[src/rtl/spi_cmd_pkg.sv]
// Shared types and constants for the SPI command dispatcher.
package spi_cmd_pkg;

   typedef enum logic [1:0] {
      IDLE   = 2'd0,
      DECODE = 2'd1,
      ISSUE  = 2'd2
   } state_t;

   localparam logic [7:0] OPC_NOP = 8'h00;

   // Opcode bits that select the execution unit.
   localparam int unsigned UNIT_MSB = 7;
   localparam int unsigned UNIT_LSB = 6;

   localparam int unsigned FUNC_W = 6;
   localparam int unsigned DATA_W = 80;
   localparam int unsigned CMD_W  = 88;

endpackage

[src/rtl/spi_cmd_queue.sv]
// Single-clock show-ahead FIFO holding {opcode, cmd_data} frames.
module spi_cmd_queue #(
   parameter int unsigned WIDTH = 88,
   parameter int unsigned DEPTH = 4
) (
   input  logic                       clk_sys,
   input  logic                       rstb,
   input  logic                       push,
   input  logic                       pop,
   input  logic [WIDTH-1:0]           din,
   output logic [WIDTH-1:0]           dout,
   output logic [$clog2(DEPTH):0]     level,
   output logic                       full,
   output logic                       empty
);

   localparam int unsigned AW = $clog2(DEPTH);
   localparam logic [AW:0]   FULL_LVL = (AW+1)'(DEPTH);
   localparam logic [AW:0]   ONE_LVL  = (AW+1)'(1);
   localparam logic [AW-1:0] ONE_PTR  = AW'(1);

   logic [WIDTH-1:0] mem [DEPTH];
   logic [AW-1:0]    wr_ptr;
   logic [AW-1:0]    rd_ptr;
   logic [AW:0]      level_q;
   logic             do_push;
   logic             do_pop;

   assign full    = (level_q == FULL_LVL);
   assign empty   = (level_q == '0);
   assign do_push = push & ~full;
   assign do_pop  = pop & ~empty;
   assign dout    = mem[rd_ptr];
   assign level   = level_q;

   // Storage array; no reset needed since empty entries are never read.
   always_ff @(posedge clk_sys) begin
      if (do_push) mem[wr_ptr] <= din;
   end

   // Pointers wrap naturally at the power-of-2 depth; level tracks occupancy.
   always_ff @(posedge clk_sys or negedge rstb) begin
      if (!rstb) begin
         wr_ptr  <= '0;
         rd_ptr  <= '0;
         level_q <= '0;
      end else begin
         if (do_push) wr_ptr <= wr_ptr + ONE_PTR;
         if (do_pop)  rd_ptr <= rd_ptr + ONE_PTR;
         case ({do_push, do_pop})
            2'b10:   level_q <= level_q + ONE_LVL;
            2'b01:   level_q <= level_q - ONE_LVL;
            default: level_q <= level_q;
         endcase
      end
   end

endmodule

[src/rtl/spi_cmd_dispatch.sv]
// In-order command scheduler: queues SPI frames, decodes the target unit,
// and issues one command at a time over a one-hot req/ack handshake.
module spi_cmd_dispatch
   import spi_cmd_pkg::*;
#(
   parameter int unsigned QUEUE_DEPTH    = 4,
   parameter int unsigned NUM_UNITS      = 4,
   parameter logic [3:0]  UNIT_MASK      = 4'b1111,
   parameter int unsigned TIMEOUT_CYCLES = 255
) (
   input  logic                           clk_sys,
   input  logic                           rstb,
   input  logic                           cmd_valid,
   input  logic [7:0]                     opcode,
   input  logic [79:0]                    cmd_data,
   output logic [NUM_UNITS-1:0]           exec_req,
   output logic [5:0]                     exec_func,
   output logic [79:0]                    exec_data,
   input  logic [NUM_UNITS-1:0]           exec_ack,
   output logic                           done,
   output logic                           busy,
   output logic [$clog2(QUEUE_DEPTH):0]   q_level,
   output logic                           overflow,
   output logic [7:0]                     err_cnt,
   output logic [7:0]                     to_cnt,
   input  logic                           clr_status
);

   // Last ISSUE count value before the limit is reached on the next edge.
   localparam logic [7:0] TMO_LAST = 8'(TIMEOUT_CYCLES - 1);

   state_t                state_q, state_d;
   logic [CMD_W-1:0]      q_dout;
   logic [CMD_W-1:0]      cmd_reg;
   logic                  q_full, q_empty, q_push, q_pop;
   logic [7:0]            cmd_opc;
   logic [1:0]            unit;
   logic                  unit_ok;
   logic [NUM_UNITS-1:0]  req_onehot;
   logic [NUM_UNITS-1:0]  req_q;
   logic [FUNC_W-1:0]     func_q;
   logic [DATA_W-1:0]     data_q;
   logic [7:0]            tmo_q;
   logic [7:0]            err_q, to_q;
   logic                  done_q, ovf_q;
   logic                  load_cmd, start_issue, ack_hit, tmo_hit, dec_err;

   // Full is evaluated before any same-cycle pop, so a full queue always drops.
   assign q_push = cmd_valid & ~q_full;

   spi_cmd_queue #(
      .WIDTH (CMD_W),
      .DEPTH (QUEUE_DEPTH)
   ) u_queue (
      .clk_sys (clk_sys),
      .rstb    (rstb),
      .push    (q_push),
      .pop     (q_pop),
      .din     ({opcode, cmd_data}),
      .dout    (q_dout),
      .level   (q_level),
      .full    (q_full),
      .empty   (q_empty)
   );

   assign cmd_opc = cmd_reg[CMD_W-1 -: 8];
   assign unit    = cmd_opc[UNIT_MSB:UNIT_LSB];

   // Unit presence check and one-hot request vector for the decoded unit.
   always_comb begin
      unit_ok    = 1'b0;
      req_onehot = '0;
      if (32'(unit) < NUM_UNITS) unit_ok = UNIT_MASK[unit];
      for (int unsigned u = 0; u < NUM_UNITS; u++) begin
         req_onehot[u] = (32'(unit) == u);
      end
   end

   // FSM state register.
   always_ff @(posedge clk_sys or negedge rstb) begin
      if (!rstb) state_q <= IDLE;
      else       state_q <= state_d;
   end

   // Next-state logic and per-cycle action strobes.
   always_comb begin
      state_d     = state_q;
      load_cmd    = 1'b0;
      start_issue = 1'b0;
      ack_hit     = 1'b0;
      tmo_hit     = 1'b0;
      dec_err     = 1'b0;
      case (state_q)
         IDLE: begin
            if (!q_empty) begin
               load_cmd = 1'b1;
               state_d  = DECODE;
            end
         end
         DECODE: begin
            if (cmd_opc == OPC_NOP) begin
               state_d = IDLE;
            end else if (!unit_ok) begin
               dec_err = 1'b1;
               state_d = IDLE;
            end else begin
               start_issue = 1'b1;
               state_d     = ISSUE;
            end
         end
         ISSUE: begin
            // Ack is checked first so it wins over a coincident timeout.
            if (|(exec_ack & req_q)) begin
               ack_hit = 1'b1;
               state_d = IDLE;
            end else if (tmo_q == TMO_LAST) begin
               tmo_hit = 1'b1;
               state_d = IDLE;
            end
         end
         default: state_d = IDLE;
      endcase
   end

   assign q_pop = load_cmd;

   // Command register, issue outputs, timeout counter and done pulse.
   always_ff @(posedge clk_sys or negedge rstb) begin
      if (!rstb) begin
         cmd_reg <= '0;
         req_q   <= '0;
         func_q  <= '0;
         data_q  <= '0;
         tmo_q   <= '0;
         done_q  <= 1'b0;
      end else begin
         done_q <= ack_hit;
         if (load_cmd) cmd_reg <= q_dout;
         if (start_issue) begin
            req_q  <= req_onehot;
            func_q <= cmd_opc[FUNC_W-1:0];
            data_q <= cmd_reg[DATA_W-1:0];
            tmo_q  <= '0;
         end else if (ack_hit || tmo_hit) begin
            req_q <= '0;
         end else if (state_q == ISSUE) begin
            tmo_q <= tmo_q + 8'd1;
         end
      end
   end

   // Sticky/saturating status; a clear in the same cycle as an event wins.
   always_ff @(posedge clk_sys or negedge rstb) begin
      if (!rstb) begin
         ovf_q <= 1'b0;
         err_q <= '0;
         to_q  <= '0;
      end else if (clr_status) begin
         ovf_q <= 1'b0;
         err_q <= '0;
         to_q  <= '0;
      end else begin
         if (cmd_valid && q_full)        ovf_q <= 1'b1;
         if (dec_err && (err_q != '1))   err_q <= err_q + 8'd1;
         if (tmo_hit && (to_q != '1))    to_q  <= to_q + 8'd1;
      end
   end

   assign exec_req  = req_q;
   assign exec_func = func_q;
   assign exec_data = data_q;
   assign done      = done_q;
   assign busy      = (state_q != IDLE) || !q_empty;
   assign overflow  = ovf_q;
   assign err_cnt   = err_q;
   assign to_cnt    = to_q;

endmodule

[config.mk]
export PLATFORM = sky130hd
export DESIGN_NAME = spi_cmd_dispatch
export DESIGN_NICKNAME = d
export VERILOG_FILES = /design/src/rtl/spi_cmd_pkg.sv /design/src/rtl/spi_cmd_queue.sv /design/src/rtl/spi_cmd_dispatch.sv
export SDC_FILE = /design/constraint.sdc
export NUM_CORES = 1
export LEC_CHECK = 0
export CAP_MARGIN = 20
export CORE_ASPECT_RATIO = 0.6
export CORE_MARGIN = 2
export CORE_UTILIZATION = 55
export CTS_CLUSTER_SIZE = 30
export DETAILED_ROUTE_END_ITERATION = 7
export DONT_BUFFER_PORTS = 1
export PLACE_DENSITY = 0.67
export RECOVER_POWER = 100
export SYNTH_ARGS = -nofsm -noshare
export SYNTH_HDL_FRONTEND = slang
export SYNTH_SLANG_ARGS = --single-unit
export TNS_END_PERCENT = 100
[constraint.sdc]
create_clock -name clk_sys -period 6.9 [get_ports clk_sys]
set_input_delay 1.725 -clock clk_sys [delete_from_list [all_inputs] [get_ports clk_sys]]
set_output_delay 1.725 -clock clk_sys [all_outputs]
set_load 0.05 [all_outputs]
==> summary.txt <==
Outcome
  • Outcome: finished, violations left
  • Failing checks: capacitance limit, slew limit

Power
  • Worst vdd ir: 0.0003015 V
  • Static Leak: 9.130 nW
  • Cell area power density: 486.6 mW/mm^2

Drt
  • WL final: 40.91 mm
  • First drt pass iteration count: 5
  • Remaining DRCs: 0
  • Initial DRC Count: 829
  • Vias: 10690
  • Antenna viol nets, final: 0
  • Avg Vias per Cell: 5.532
  • Routed length per instance: 21.18 um

Global routing
  • Overall global routing resource usage: 20.96%
  • Vias in the first global route: 11050
  • Initial antenna violation count: 0
  • Total gr overflow: 0
  • First-pass GRT wire length: 64.13 mm
  • Largest net degree at the start of global routing: 214

Clocking
  • Hold-fix buffers at CTS: 0
  • CTS tree: done
  • Clock Latency Late Sink: 0.57 ns
  • CTS root buf: clkbuf_16
  • H-tree levels: 2
  • Clock sink total: 565
  • Setup Fix Bufs, Post-CTS: 0
  • Num CTS Buffers: 49
  • CTS resizes: 0
  • Clock Pin Slew Worst Setup and Hold Paths: 0.07 ns
  • Buffer depth of the longest clock path: 3

Logic synthesis
  • Number of synthesized flops with an enable pin: 352
  • Syn nets: 1488
  • Yosys reg bits: 565
  • Top post-synthesis cells by area: edfxtp_1 (50%), dfrtp_1 (25%), nand2_1 (9.6%), mux4_2 (9.4%), clkbuf_1 (0.87%)
  • Synth Area per Inst: 15.21 um^2
  • Area leader, netlist: edfxtp_1
  • Mapped cell area: 0.02103 mm^2
  • Ys async rst share: 37.70%
  • Mapped Cells: 1383
  • Distinct cell type count after synthesis: 45
  • Main synth FF type: edfxtp_1
  • Synth warn: 0
  • Share of the synthesized area in the top cell type: 50.26%
  • Sequential area share after synthesis: 75.60%

Timing
  • RSZ-0062 raised after global routing: false
  • Minimum clock period: 4.795 ns
  • Setup Viol. Count Final: 0
  • Period Utilization, post-route: 69.50%
  • Rel. slew slack: -105.3%
  • Final hold slack: 0.4613 ns
  • Setup TNS Final: 0 ns
  • FMAX: 208.5 MHz
  • Worst-Margin Slew: 3.080 ns
  • Final Hold Viols: 0
  • Setup Skew: 0.02637 ns
  • Fin. max-slew vios: 255

Floorplan
  • Row count: 55
  • Initial core utilization: 55.77%
  • Io pins: 208
  • Die width: 256.5 um
  • Core area: 0.03771 mm^2
  • Die height: 155.5 um
  • Die ar.: 0.03987 mm^2

Final layout
  • Nets: 1485
  • Antenna cells: 0
  • Layout cell share with drive strength beyond 1: 12.61%
  • P&R area growth vs syn: 10.05%
  • Max reg flops: 352
  • Fill cells: 2834

Critical path
  • Critical Path AT: 4.95 ns
  • Crit path required time: 7.05 ns
  • Crit-path slowest cell: and2_0
  • Max incr delay on CP: 1.28 ns
  • R2R Path Start: u_queue.level[0]$_DFFE_PN0P_
  • Crit path launch: cmd_valid
  • Critical path, cell by cell: a21boi_0 > and2_0 > clkbuf_1
  • Worst-path fanout max: 24
  • Worst Setup Start Kind: primary input
  • CP Capture Type: flop
  • CP Class: in2reg

Placed design
  • Buffers added on ports: 0
  • GP Congestion: 0.7719
  • Dpl hpwl: 23.57 mm

Run
  • Maxcap violations: 5

Min path
  • HP Class: reg2reg
  • Hold Crit Start: cmd_reg[35]$_DFFE_PN0P_
## final timing paths
kind | end | slack (ns) | depth (start not counted)
max | u_queue.mem[0][69]$_DFFE_PP_ | 2.10 | 3
min | exec_data[35]$_DFFE_PN0P_ | 0.46 | 2
max reg2reg | u_queue.mem[0][69]$_DFFE_PP_ | 2.42 | 4
min reg2reg | exec_data[35]$_DFFE_PN0P_ | 0.46 | 2
max in group asynchronous | cmd_reg[25]$_DFFE_PN0P_ | 5.78 | 0
min in group asynchronous | cmd_reg[65]$_DFFE_PN0P_ | 0.87 | 0
## kinds of logic (layout without fill, tap and decap cells)
| family | Yosys count | count (layout) | share of synthesized area [%] |
|---|---|---|---|
| AND/OR/NAND/NOR | 589 | 589 | 11.14 |
| flip-flops | 565 | 565 | 75.60 |
| multiplexers | 89 | 89 | 9.476 |
| buffers and inverters | 80 | 116 | 1.541 |
| AO/OA/AOI/OAI | 45 | 45 | 1.422 |
| adder cells (fa/ha/maj) | 9 | 9 | 0.5711 |
| XOR/XNOR | 6 | 6 | 0.2498 |
## synthesized netlist by cell type (2+ instances only)
cell type / count
o21a_1: 2
edfxtp_1: 352
nand3_1: 5
nand2_1: 536
o21ai_0: 8
clkbuf_1: 49
nor4_1: 3
nand3b_1: 2
dfrtp_1: 213
xor2_1: 2
a22o_1: 2
o31a_1: 2
and2_1: 6
a21oi_1: 11
o31ai_1: 9
buf_2: 13
nor3_1: 2
or4_1: 8
inv_1: 13
xnor2_1: 4
mux4_2: 88
and3_1: 2
or3_1: 5
buf_1: 3
nand4_1: 2
ha_1: 8
nor2b_1: 9
o211ai_1: 2
nor2_1: 5
o41ai_1: 2
## power breakdown
group          switching [W]  leakage (nW)  internal [W]
clock network        0.00117         0.796       0.00154
logic                0.00158          2.42       0.00105
registers            0.00132          5.92       0.00459
## cell type report
class,count,area [um^2],share of cell area [%]
clock buffer,74,1466,6.336
clock inverter,16,136.4,0.5892
inverter,14,53.80,0.2324
multi-input combinational,738,4826,20.85
sequential,565,15910,68.73
tap,513,641.9,2.773
timing repair buffer,12,113.9,0.4919
## per-layer routing
| layer | GRT usage (%) | part of all wire [%] | routed length (um) |
|---|---|---|---|
| met3 | 5.230 | 6.4 | 2618 |
| met1 | 28.49 | 44 | 17820 |
| met5 | 0 | 0 | 0 |
| met2 | 35.06 | 49 | 19900 |
| met4 | 4.236 | 1.4 | 566 |
## cells in the final DEF (no fill, tap or decap), types with 3 or more instances in the layout
cell type,synthesis,final
clkinv_2,0,9
and2_4,0,3
xnor2_1,4,4
or4_1,8,8
nand3_1,5,5
a21oi_1,11,11
o31ai_1,9,9
nor4_1,3,3
buf_4,0,5
ha_1,8,8
mux4_2,88,88
clkbuf_8,0,10
nand2_1,536,536
o21ai_0,8,8
clkinv_1,0,4
nor2b_1,9,9
clkbuf_16,0,51
inv_1,13,13
or3_1,5,5
nor2_1,5,5
edfxtp_1,352,352
clkbuf_1,49,15
dfrtp_1,213,211
## stage by stage
step / total power [W] / util, % / cells / worst slack, ns / area (um^2)
finish: 0.01126 / 61.38 / 1932 / 2.105 / 23150
global route: 0.01190 / 61.38 / 1932 / 1.804 / 23150
CTS: 0.01139 / 61.38 / 1930 / 3.299 / 23150
detailed placement: 0.008663 / 57.13 / 1840 / 2.782 / 21550
global placement: 0.008563 / 57.06 / 1839 / 2.880 / 21520
floorplan: 0.007893 / - / 1383 / 2.252 / 21030
## critical path: cells and delay by family
kind	cells	cell delay, ns
AND/OR/NAND/NOR	1	1.28
buffers and inverters	1	1.24
AO/OA/AOI/OAI	1	0.66
Note: power is estimated with default switching activity, not from simulation.
